[src/rtl/morse_pkg.sv]
// Shared types and default timing constants for the Morse symbol sequencer.
package morse_pkg;

  typedef enum logic [2:0] {
    ST_IDLE       = 3'd0,
    ST_MARK       = 3'd1,
    ST_SPACE      = 3'd2,
    ST_LETTER_GAP = 3'd3,
    ST_WORD_GAP   = 3'd4
  } state_t;

  localparam int DEF_DOT_UNITS        = 1;
  localparam int DEF_DASH_UNITS       = 3;
  localparam int DEF_LETTER_GAP_UNITS = 3;
  localparam int DEF_WORD_GAP_UNITS   = 7;
  localparam int SPACE_UNITS          = 1;

  localparam int         UNIT_W      = 8;
  localparam logic [2:0] SYM_LEN_MAX = 3'd5;

  // Lengths 6 and 7 cannot be represented by a 5-bit code, so they saturate.
  function automatic logic [2:0] clamp_len(input logic [2:0] len);
    return (len > SYM_LEN_MAX) ? SYM_LEN_MAX : len;
  endfunction

endpackage

[src/rtl/unit_tick_gen.sv]
// Morse unit prescaler: counts 0..CLK_DIV-1 while enabled and flags the terminal count.
module unit_tick_gen #(
  parameter int CLK_DIV = 100000000,
  parameter int CNT_W   = 28
) (
  input  logic clk,
  input  logic rst_n,
  input  logic clear,
  input  logic enable,
  output logic tick
);

  localparam logic [CNT_W-1:0] TERMINAL = CNT_W'(CLK_DIV - 1);

  logic [CNT_W-1:0] count_reg;
  logic [CNT_W-1:0] count_next;

  always_comb begin
    count_next = count_reg;
    if (clear) begin
      count_next = '0;
    end else if (enable) begin
      count_next = (count_reg == TERMINAL) ? '0 : count_reg + 1'b1;
    end
  end

  // tick is registered so it is high exactly while count_reg sits at the terminal value.
  always_ff @(posedge clk or negedge rst_n) begin
    if (!rst_n) begin
      count_reg <= '0;
      tick      <= 1'b0;
    end else begin
      count_reg <= count_next;
      tick      <= (count_next == TERMINAL);
    end
  end

endmodule

[src/rtl/morse_symbol_sequencer.sv]
// Morse keying sequencer: marks, element spaces, letter and word gaps in unit time.
// Optional square-wave tone output enabled by defining MORSE_TONE_EN.
module morse_symbol_sequencer
  import morse_pkg::*;
#(
  parameter int CLK_DIV          = 100000000,
  parameter int CNT_W            = 28,
  parameter int DOT_UNITS        = DEF_DOT_UNITS,
  parameter int DASH_UNITS       = DEF_DASH_UNITS,
  parameter int LETTER_GAP_UNITS = DEF_LETTER_GAP_UNITS,
  parameter int WORD_GAP_UNITS   = DEF_WORD_GAP_UNITS
`ifdef MORSE_TONE_EN
  ,
  parameter int TONE_DIV         = 50000
`endif
) (
  input  logic       CLK,
  input  logic       RESET_N,
  input  logic       SYM_VALID,
  output logic       SYM_READY,
  input  logic [2:0] SYM_LEN,
  input  logic [4:0] SYM_CODE,
  output logic       MORSE_OUT,
  output logic       BUSY,
  output logic       UNIT_TICK
`ifdef MORSE_TONE_EN
  ,
  output logic       TONE_OUT
`endif
);

  localparam logic [UNIT_W-1:0] DOT_U    = UNIT_W'(DOT_UNITS);
  localparam logic [UNIT_W-1:0] DASH_U   = UNIT_W'(DASH_UNITS);
  localparam logic [UNIT_W-1:0] SPACE_U  = UNIT_W'(SPACE_UNITS);
  localparam logic [UNIT_W-1:0] LETTER_U = UNIT_W'(LETTER_GAP_UNITS);
  localparam logic [UNIT_W-1:0] WORD_U   = UNIT_W'(WORD_GAP_UNITS);

  state_t            state_reg, state_next;
  logic [UNIT_W-1:0] units_reg, units_next;
  logic [2:0]        elems_reg, elems_next;
  logic [4:0]        shift_reg, shift_next;
  logic [2:0]        len_clamped;
  logic              xfer;

  assign xfer        = SYM_VALID && SYM_READY;
  assign len_clamped = clamp_len(SYM_LEN);

  unit_tick_gen #(
    .CLK_DIV (CLK_DIV),
    .CNT_W   (CNT_W)
  ) u_unit_tick_gen (
    .clk    (CLK),
    .rst_n  (RESET_N),
    .clear  (xfer),
    .enable (BUSY),
    .tick   (UNIT_TICK)
  );

  always_comb begin
    state_next = state_reg;
    units_next = units_reg;
    elems_next = elems_reg;
    shift_next = shift_reg;
    if (state_reg == ST_IDLE) begin
      if (xfer) begin
        shift_next = SYM_CODE;
        elems_next = len_clamped;
        if (len_clamped == 3'd0) begin
          state_next = ST_WORD_GAP;
          units_next = WORD_U;
        end else begin
          state_next = ST_MARK;
          units_next = SYM_CODE[0] ? DASH_U : DOT_U;
        end
      end
    end else if (UNIT_TICK) begin
      if (units_reg > UNIT_W'(1)) begin
        units_next = units_reg - 1'b1;
      end else begin
        // Current state's time is used up on this tick.
        case (state_reg)
          ST_MARK: begin
            if (elems_reg > 3'd1) begin
              shift_next = shift_reg >> 1;
              elems_next = elems_reg - 1'b1;
              state_next = ST_SPACE;
              units_next = SPACE_U;
            end else begin
              state_next = ST_LETTER_GAP;
              units_next = LETTER_U;
            end
          end
          ST_SPACE: begin
            state_next = ST_MARK;
            units_next = shift_reg[0] ? DASH_U : DOT_U;
          end
          default: begin
            state_next = ST_IDLE;
            units_next = '0;
            elems_next = '0;
          end
        endcase
      end
    end
  end

  // Outputs are registered from the next state so they line up with the state register.
  always_ff @(posedge CLK or negedge RESET_N) begin
    if (!RESET_N) begin
      state_reg <= ST_IDLE;
      units_reg <= '0;
      elems_reg <= '0;
      shift_reg <= '0;
      MORSE_OUT <= 1'b0;
      BUSY      <= 1'b0;
      SYM_READY <= 1'b0;
    end else begin
      state_reg <= state_next;
      units_reg <= units_next;
      elems_reg <= elems_next;
      shift_reg <= shift_next;
      MORSE_OUT <= (state_next == ST_MARK);
      BUSY      <= (state_next != ST_IDLE);
      SYM_READY <= (state_next == ST_IDLE);
    end
  end

`ifdef MORSE_TONE_EN
  localparam int TONE_W = $clog2(TONE_DIV + 1);
  localparam logic [TONE_W-1:0] TONE_TERM = TONE_W'(TONE_DIV - 1);

  logic [TONE_W-1:0] tone_cnt_reg;

  // Divider restarts on every entry into MARK so each mark begins with the same phase.
  always_ff @(posedge CLK or negedge RESET_N) begin
    if (!RESET_N) begin
      tone_cnt_reg <= '0;
      TONE_OUT     <= 1'b0;
    end else if (state_next != ST_MARK || state_reg != ST_MARK) begin
      tone_cnt_reg <= '0;
      TONE_OUT     <= 1'b0;
    end else if (tone_cnt_reg == TONE_TERM) begin
      tone_cnt_reg <= '0;
      TONE_OUT     <= ~TONE_OUT;
    end else begin
      tone_cnt_reg <= tone_cnt_reg + 1'b1;
    end
  end
`endif

endmodule

[config.mk]
export PLATFORM = sky130hd
export DESIGN_NAME = morse_symbol_sequencer
export DESIGN_NICKNAME = d
export VERILOG_FILES = /design/src/rtl/morse_pkg.sv /design/src/rtl/unit_tick_gen.sv /design/src/rtl/morse_symbol_sequencer.sv
export SDC_FILE = /design/constraint.sdc
export NUM_CORES = 1
export LEC_CHECK = 0
export ABC_AREA = 1
export CAP_MARGIN = 10
export CORE_MARGIN = 2
export CORE_UTILIZATION = 55
export DETAILED_ROUTE_END_ITERATION = 8
export PLACE_DENSITY_LB_ADDON = 0.1
export SLEW_MARGIN = 5
export SYNTH_ARGS = -nofsm -noshare
export SYNTH_HDL_FRONTEND = slang
export SYNTH_SLANG_ARGS = --single-unit
[constraint.sdc]
create_clock -name CLK -period 1.7 [get_ports CLK]
set_input_delay 0.34 -clock CLK [delete_from_list [all_inputs] [get_ports CLK]]
set_output_delay 0.34 -clock CLK [all_outputs]
set_load 0.01 [all_outputs]
==> metrics.yaml <==
cts_made_buffers: 5
hold_viol: 0
grt_use_total: 0.279
cp_common_cell: "nor2_4"
cp_max_fo: 12
cts_buffer_depth: 2
timing.final.ws_setup_ns: -0.169
place_hpwl_um: 6530
start_util: 0.562
grt_pass1_wl_um: 14300
grt_setup_unrepaired: "true"
grt_pass1_vias: 3234
slowest_delay_ns: 0.39
drive_gt1_frac: 0.328
netlist_area_mm2: 0.00327
hold_class: "in2async"
die_x_um: 81.1
drv_slew: 0
slowest_stage: "dfrtp_1"
met3_usage: 0.0511
detail_route.wl_per_cell_um: 14.3
busiest_layer: "met2"
dieArea_mm2: 0.00658
cap_viol_max_count: 0
slew-limit-headroom: 0.662
synth_cell_types: 34
use_met2: 0.476
cts_sinks: 51
antennaDiodeCount: 0
seq_area_frac_synth: 0.390
cp.buffers_inverters: 3
worst_pin_slew_ns: 0.508
fmax_mhz: 535
synth_top_flop_cell: "dfrtp_1"
n_fill_cell: 408
crit_type: "reg2reg"
gp_congestion: 0.924
cts_root_buf: "clkbuf_8"
yosys_warnings: 0
synth_fp_nets: 480
antenna_found_initial: 0
synth_xor_area_frac: 0.0107
synth_enable_flop_cells: 0
pin_count: 15
grt.overflow.total: 0
met1_usage: 0.349
fin_crit_sh: 1.10
cp.arrival_ns: 2.10
synth_compound_area_frac: 0.0803
crit_chain: "buf_4 -> ha_4 -> inv_2 -> nor2_4 -> nand2_4 -> nor2_4 -> a21oi_2 -> buf_12 -> nand2_1 -> nor2_1 -> nand4_1 -> nor3_2"
syn_area_per_cell_um2: 7.05
start_kind: "register"
vias: 3463
fp.dieH_um: 81.1
status: "complete, but fails checks"
finalNetCount: 591
clock-skew-final_ns: 0.0111
stdcell_count: 651
synth_seq_cells: 51
synth_mux_area_frac: 0
grt_max_degree: 21
violations: "setup timing"
areaGrowthSynthToFinish_pct: 41.3
port_buffers: 14
std_cell_rows: 28
dr.pass1.iters: 5
min_period_ns: 1.87
power.density_mw_per_mm2: 424
cts_tree: "done"
p_leak_nw: 2.28
design_power_total_mw: 1.96
yosys.area_share.simple: 0.392
cts.htree.levels: 2
drt-initial-drc-count: 173
cts.clk_slew.worst_paths_ns: 0.10
dp_cells: 626
required_ns: 1.93
core_area_mm2: 0.00582
wirelength_um: 9310
antenna_left: 0
synth_cells: 464
crit_family: "simple AND/OR/NAND/NOR gates"
largest_reg_flops: 28
layout_commonest_cell: "nand2_1"
worst_setup_path_end_kind: "register"
synthArstFlopShare: 1.00
final_cell_mix: "nand2_1, buf_4, inv_1, nor2_1, dfrtp_1"
drc: 0
ir_drop_mv: 0.318
setup_violations: 7
synth_top_family_by_area: "simple AND/OR/NAND/NOR gates"
synth_fa_ha_area_frac: 0.0191
clk_latency_ns: 0.31
vias_per_cell: 5.32
through the flow:
stage / cell area (um2) / setup slack [ns] / util / setup TNS, ns / hold WS (ns)
final: 4620 / -0.169 / 0.795 / -0.313 / 0.519
after global routing: 4620 / -0.288 / 0.795 / -2.04 / 0.552
after CTS: 4330 / -0.137 / 0.745 / -0.163 / 0.509
after detailed placement: 4080 / -0.323 / 0.701 / -2.57 / 0.333
after global placement: 4080 / -0.304 / 0.701 / -1.75 / 0.323
after floorplan: 3280 / 0.0300 / - / 0 / 0.0444
cell usage after synthesis (3+ instances only):
cell,count,area (um2)
a21oi_1,8,40.0
dfrtp_1,51,1280
ha_1,5,62.6
inv_1,83,312
inv_2,3,11.3
nand2_1,108,405
nand2_2,5,31.3
nand3_1,43,215
nand4_1,9,56.3
nor2_1,70,263
nor2_2,9,56.3
nor2_4,7,78.8
nor3_1,9,45.0
o21ai_0,17,85.1
o22ai_1,4,25.0
o31ai_1,4,30.0
xor2_1,4,35.0
routing by layer:
metal	routed length, um	vias to the layer above	share of wire
met5	0	-	0
met4	290	0	0.031
met3	533	31	0.057
met2	4600	129	0.49
met1	3890	1613	0.42
li1	-	1690	-
worst reg2reg max path: stages, from the launching register on:
cell and delay, ns:
dfrtp_1 0.39, buf_4 0.14, ha_4 0.16, inv_2 0.07, nor2_4 0.05, nand2_4 0.08, nor2_4 0.05, a21oi_2 0.17
buf_12 0.16, nand2_1 0.05, nor2_1 0.17, nand4_1 0.15, nor3_2 0.16
logic make-up (layout without fill, tap and decap cells):
group	count (synthesis)	in the layout
flops	51	51
compound gates	44	44
buf+inv	90	201
simple gates	270	271
fa+ha+maj	5	5
xor+xnor	4	4
area by class of cell:
class | count | area, um2 | share of cell area
clock buffer | 6 | 72.6 | 0.0157
clock inverter | 2 | 12.5 | 0.00271
inverter | 88 | 338 | 0.0731
multi-input combinational | 324 | 1950 | 0.422
sequential | 51 | 1280 | 0.277
tap | 75 | 93.8 | 0.0203
timing repair buffer | 105 | 876 | 0.190
power by group:
group / switching (mW) / leakage [nW] / internal [mW] / total, mW
clock network: 0.398 / 0.0412 / 0.289 / 0.686
registers: 0 / 0.623 / 1.21 / 1.21
logic: 0.0337 / 1.62 / 0.0291 / 0.0629
total: 0.431 / 2.28 / 1.53 / 1.96
path summary, 6_finish.rpt:
kind / start / to / depth (start not counted) / slack, ns
min reg2reg: shift_reg[2] / shift_reg[2] / 2 / 0.53
min: RESET_N / shift_reg[4] / 2 / 0.52
min in group CLK: shift_reg[2] / shift_reg[2] / 2 / 0.53
max in group asynchronous: RESET_N / units_reg[6] / 3 / 0.59
max: u_unit_tick_gen.count_reg[1] / u_unit_tick_gen.tick / 12 / -0.17
max reg2reg: u_unit_tick_gen.count_reg[1] / u_unit_tick_gen.tick / 12 / -0.17
timing repair:
action,4_1_cts,5_1_grt
cloned,0,1
hold endpoints to repair,2,0
hold buffers,1,0
pin swaps,13,21
setup endpoints to repair,19,24
resized for setup,33,54
buffers inserted,6,9
No activity file was read; power rests on OpenSTA's default activity.
